<file path="src/rtl/mips_pkg.sv">
// mips_pkg: shared constants, field positions and state encoding for the R-type sequencer
package mips_pkg;
  localparam logic [5:0] OPCODE_RTYPE = 6'd0;
  localparam logic [5:0] FUNCT_SLL    = 6'd0;
  localparam logic [5:0] FUNCT_SRL    = 6'd2;
  localparam logic [5:0] FUNCT_SRA    = 6'd3;
  localparam logic [5:0] FUNCT_ADD    = 6'd32;
  localparam logic [5:0] FUNCT_ADDU   = 6'd33;
  localparam logic [5:0] FUNCT_SUB    = 6'd34;
  localparam logic [5:0] FUNCT_AND    = 6'd36;
  localparam logic [5:0] FUNCT_OR     = 6'd37;
  localparam logic [5:0] FUNCT_SLTU   = 6'd43;
  localparam int OP_LSB = 26;
  localparam int RS_LSB = 21;
  localparam int RT_LSB = 16;
  localparam int RD_LSB = 11;
  localparam int SH_LSB = 6;
  localparam int FN_LSB = 0;
  typedef enum logic [2:0] {
    S_IDLE = 3'd0,
    S_READ = 3'd1,
    S_EXEC = 3'd2,
    S_WB   = 3'd3,
    S_RESP = 3'd4
  } seq_state_t;
endpackage

</file>
<file path="src/rtl/mips_alu.sv">
// mips_alu: combinational R-type ALU
// ports: funct/shamt select the operation, a=rs operand, b=rt operand,
//        y=result (0 when unsupported), illegal_funct=funct not supported
module mips_alu
  import mips_pkg::*;
#(
  parameter int DATA_W = 32
) (
  input  logic [5:0]        funct,
  input  logic [4:0]        shamt,
  input  logic [DATA_W-1:0] a,
  input  logic [DATA_W-1:0] b,
  output logic [DATA_W-1:0] y,
  output logic              illegal_funct
);
  always_comb begin
    y = '0;
    illegal_funct = 1'b0;
    case (funct)
      FUNCT_SLL:  y = b << shamt;
      FUNCT_SRL:  y = b >> shamt;
      FUNCT_SRA:  y = $signed(b) >>> shamt;
      FUNCT_ADD:  y = a + b;
      FUNCT_ADDU: y = a + b;
      FUNCT_SUB:  y = a - b;
      FUNCT_AND:  y = a & b;
      FUNCT_OR:   y = a | b;
      FUNCT_SLTU: y = {{(DATA_W-1){1'b0}}, a < b};
      default:    illegal_funct = 1'b1;
    endcase
  end
endmodule

</file>
<file path="src/rtl/mips_rtype_sequencer.sv">
// mips_rtype_sequencer: multi-cycle read/execute/write-back controller for R-type instructions
// ports: instr_valid/instr_ready/instruction = instruction handshake,
//        rf_* = register file read (combinational) and write (one-cycle strobe),
//        result/illegal/result_valid/result_ready = response handshake,
//        retired_count = completed instructions, wrapping
module mips_rtype_sequencer
  import mips_pkg::*;
#(
  parameter int DATA_W = 32,
  parameter int CNT_W  = 16
) (
  input  logic              clk,
  input  logic              rst,
  input  logic              instr_valid,
  output logic              instr_ready,
  input  logic [31:0]       instruction,
  output logic [4:0]        rf_rs_addr,
  output logic [4:0]        rf_rt_addr,
  input  logic [DATA_W-1:0] rf_rs_data,
  input  logic [DATA_W-1:0] rf_rt_data,
  output logic              rf_wr_en,
  output logic [4:0]        rf_wr_addr,
  output logic [DATA_W-1:0] rf_wr_data,
  output logic [DATA_W-1:0] result,
  output logic              result_valid,
  input  logic              result_ready,
  output logic              illegal,
  output logic [CNT_W-1:0]  retired_count
);
  seq_state_t state;
  logic [31:0] instr_q;
  logic [DATA_W-1:0] rs_q, rt_q, alu_y;
  logic alu_bad, op_bad;
  assign rf_rs_addr = instr_q[RS_LSB +: 5];
  assign rf_rt_addr = instr_q[RT_LSB +: 5];
  assign rf_wr_addr = instr_q[RD_LSB +: 5];
  assign rf_wr_data = result;
  assign op_bad = instr_q[OP_LSB +: 6] != OPCODE_RTYPE;
  assign instr_ready = state == S_IDLE;
  assign result_valid = state == S_RESP;
  assign rf_wr_en = state == S_WB && !illegal && rf_wr_addr != 5'd0;
  mips_alu #(.DATA_W(DATA_W)) u_alu (
    .funct(instr_q[FN_LSB +: 6]),
    .shamt(instr_q[SH_LSB +: 5]),
    .a(rs_q),
    .b(rt_q),
    .y(alu_y),
    .illegal_funct(alu_bad)
  );
  always_ff @(posedge clk or posedge rst) begin
    if (rst) begin
      state <= S_IDLE;
      instr_q <= '0;
      rs_q <= '0;
      rt_q <= '0;
      result <= '0;
      illegal <= 1'b0;
      retired_count <= '0;
    end else begin
      case (state)
        S_IDLE: if (instr_valid) begin
          instr_q <= instruction;
          state <= S_READ;
        end
        S_READ: begin
          rs_q <= rf_rs_data;
          rt_q <= rf_rt_data;
          state <= S_EXEC;
        end
        S_EXEC: begin
          // a bad opcode must also zero the result even when funct happens to decode
          result <= (op_bad || alu_bad) ? '0 : alu_y;
          illegal <= op_bad || alu_bad;
          state <= S_WB;
        end
        S_WB: begin
          retired_count <= retired_count + CNT_W'(1);
          state <= S_RESP;
        end
        S_RESP: if (result_ready) state <= S_IDLE;
        default: state <= S_IDLE;
      endcase
    end
  end
endmodule

</file>
<file path="config.mk">
export PLATFORM = sky130hd
export DESIGN_NAME = mips_rtype_sequencer
export DESIGN_NICKNAME = d
export VERILOG_FILES = /design/src/rtl/mips_pkg.sv /design/src/rtl/mips_alu.sv /design/src/rtl/mips_rtype_sequencer.sv
export SDC_FILE = /design/constraint.sdc
export NUM_CORES = 1
export LEC_CHECK = 0
export BUFFER_PORTS_ARGS = -buffer_cell sky130_fd_sc_hd__buf_2
export CORE_UTILIZATION = 55
export DETAILED_ROUTE_END_ITERATION = 10
export PLACE_DENSITY = 0.77
export SLEW_MARGIN = 0
export SYNTH_ARGS = -nofsm -noshare
export SYNTH_HDL_FRONTEND = slang
export SYNTH_HIERARCHICAL = 1
export SYNTH_SLANG_ARGS = --single-unit
</file>
<file path="constraint.sdc">
create_clock -name clk -period 5.9 [get_ports clk]
set_clock_uncertainty 0.2 [all_clocks]
set_input_delay 0.59 -clock clk [delete_from_list [all_inputs] [get_ports clk]]
set_output_delay 0.59 -clock clk [all_outputs]
set_load 0.05 [all_outputs]
</file>
==> metrics.cfg <==
[worst_setup_path]
critPathArrivalTime_ps=4570
crit-reg2reg-launch=instr_q[7]
crit_fanout=43
crit_type=flip-flop to flip-flop
critPathRequiredTime_ps=6010
startpoint_type=flip-flop
crit_start=instr_q[7]
endpoint_kind=flip-flop

[drt]
routed_wl_um=53600
ant_nets=0
first_pass_iters=6
via_count=14700
drc=0
top_layer_used=met5
wl_per_cell_um=24.0
dr_wl_met2_um=22800
met1_length_um=22800
vias_per_cell=6.58
met3_wirelength_um=6030
drt_first_iter_violations=2035

[sta]
setup_viol=0
max_freq_mhz=224
drv_slew=0
slew_headroom_pct=19.7
worst_slew_pin_slew_ps=1200
rsz0062_at_grt=false
finalCritPeriodShare_pct=75.6
hold_violations=0
finalSetupTns_ps=0
period_minus_slack_ps=4460

[synthesis]
synthesis.nets=2001
netlist_area_um2=14500
yosys-top-cells-area=dfrtp_1 (26%), ha_1 (8.7%), mux2_2 (8.5%)
async_reset_ff_share_pct=100
syn_inst=1798
synth_edf_count=0
synth.top_cell.area_share_pct=25.5
synth_seq_area_share_pct=25.5
synthDistinctLibCells=81
synth_largest_area_cell=dfrtp_1
dominantRegCellSynth=dfrtp_1
avgSynthCellArea_um2=8.07
synth-seq-cells=148
ys_warn_count=6

[clock_tree]
cts-root-buf=clkbuf_16
numCtsBuffers=17
cts_tree=done
path_clk_slew_ps=80
clock_latency_ps=440
holdBufCountCts=0
htreeDepth=4
cts_buffer_depth=2
cts_sinks=148
post_cts_buffers=0
post_cts_resized=0

[global_route]
first_global_vias=13500
grt_max_degree=101
antenna_found_initial=3
gr-total-overflow=0
grt_pass1_wl_um=79900
grtUsageTotal_pct=39.6

[floorplanning]
core_area_um2=26000
std_cell_rows=59
die_height_um=164
die_x_um=164
io_pins=199
start_util_pct=55.8
dieArea_um2=27000

[cells_and_area]
nNetsFinal=2086
layout-area-overhead-vs-synth_pct=9.53
drive_above_1_share_pct=21.8
stdcell_count=2232
utilization_pct=61.1

[placed_design]
hpwl_um=40400
placedCellCount=2199
gp_congestion=1.04
port_buffers=198

[outcome]
run_status=completed

[min_path]
hold_class=input pin to async pin

[job]
max_cap_violations=0

-- flip-flops by register name, indices dropped and copies added, names as in the netlist --
name and count:
illegal 1, instr_q 32, result 32, retired_count 16
rs_q 32, rt_q 32, state 3
-- metrics by stage --
step                hold slack [ps]  area (um^2)  setup WS (ps)
floorplan                       275        14500           1130
global placement                256        15300           1720
detailed placement              268        15300           1640
CTS                             162        15900           1630
global route                    163        15900           1250
finish                          143        15900           1440
-- cells in the mapped netlist, types with 16 or more instances --
| cell type | instances |
|---|---|
| dfrtp_1 | 148 |
| o211ai_1 | 22 |
| a221oi_1 | 26 |
| nor2_1 | 173 |
| o21ai_0 | 125 |
| o21bai_1 | 16 |
| a21oi_1 | 140 |
| ha_1 | 101 |
| a211oi_1 | 25 |
| nand3_1 | 56 |
| buf_2 | 31 |
| mux2_2 | 110 |
| o22ai_1 | 32 |
| clkbuf_1 | 60 |
| mux2i_1 | 73 |
| nand2_1 | 211 |
| buf_4 | 55 |
| nor3_1 | 22 |
| inv_1 | 109 |
-- path summary, 6_finish.rpt --
kind	end	slack (ps)	depth (start not counted)
setup reg to reg	result[25]	1440	12
setup / recovery	result[25]	1440	12
hold / removal	rt_q[5]	140	2
min in group clk	state[0]	170	2
max in group asynchronous	illegal	4120	3
hold reg to reg	result[8]	280	2
-- worst max-delay path: stages, from the launching register on --
cell	delay, ps
dfrtp_2	920
buf_4	530
o21ai_0	250
o21ai_0	260
and2_1	210
a21oi_1	70
mux2_2	300
mux2i_1	390
nor2_1	90
a2111oi_0	590
o21ai_0	320
nand3_1	130
nand2_1	50
-- cell type report --
type / count / area [um^2]
flip-flops and latches: 148 / 3710
inverters: 111 / 422
clock inverters: 15 / 181
clock buffers: 17 / 425
multi-input cells: 1375 / 9500
repair buffers: 230 / 1230
diodes: 1 / 2.50
well taps: 335 / 419
fillers: 2386 / 10100
-- kinds of logic (layout without fill, tap and decap cells) --
kind of cell | count (synthesis) | in the layout | synth area share [%]
and+or+nand+nor | 548 | 548 | 16.8
AOI/OAI and AO/OA | 508 | 508 | 22.5
buffers and inverters | 275 | 373 | 9.09
muxes | 199 | 199 | 16.0
DFF | 148 | 148 | 25.5
adders and majority gates | 103 | 103 | 8.99
xor gates and xnor gates | 17 | 17 | 1.03
other | 0 | 1 | 0
-- routing by layer --
layer | vias to the layer above | GRT usage, %
met5 | - | 0
li1 | 6593 | -
met1 | 7052 | 55.1
met2 | 910 | 58.5
met4 | 4 | 15.5
met3 | 129 | 9.79
-- cells in the final DEF (no fill, tap or decap), types with 22 or more instances in the layout --
cell,synthesis,routed
nand2_1,211,211
buf_2,31,198
nor2_1,173,173
dfrtp_1,148,144
a21oi_1,140,140
o21ai_0,125,125
mux2_2,110,110
inv_1,109,108
ha_1,101,101
mux2i_1,73,73
nand3_1,56,55
buf_4,55,32
o22ai_1,32,32
a221oi_1,26,26
a211oi_1,25,25
o211ai_1,22,22
Power is left out: the tool's default activity adds up to more than one toggle a clock period on the data nets, which glitch-free logic cannot reach.
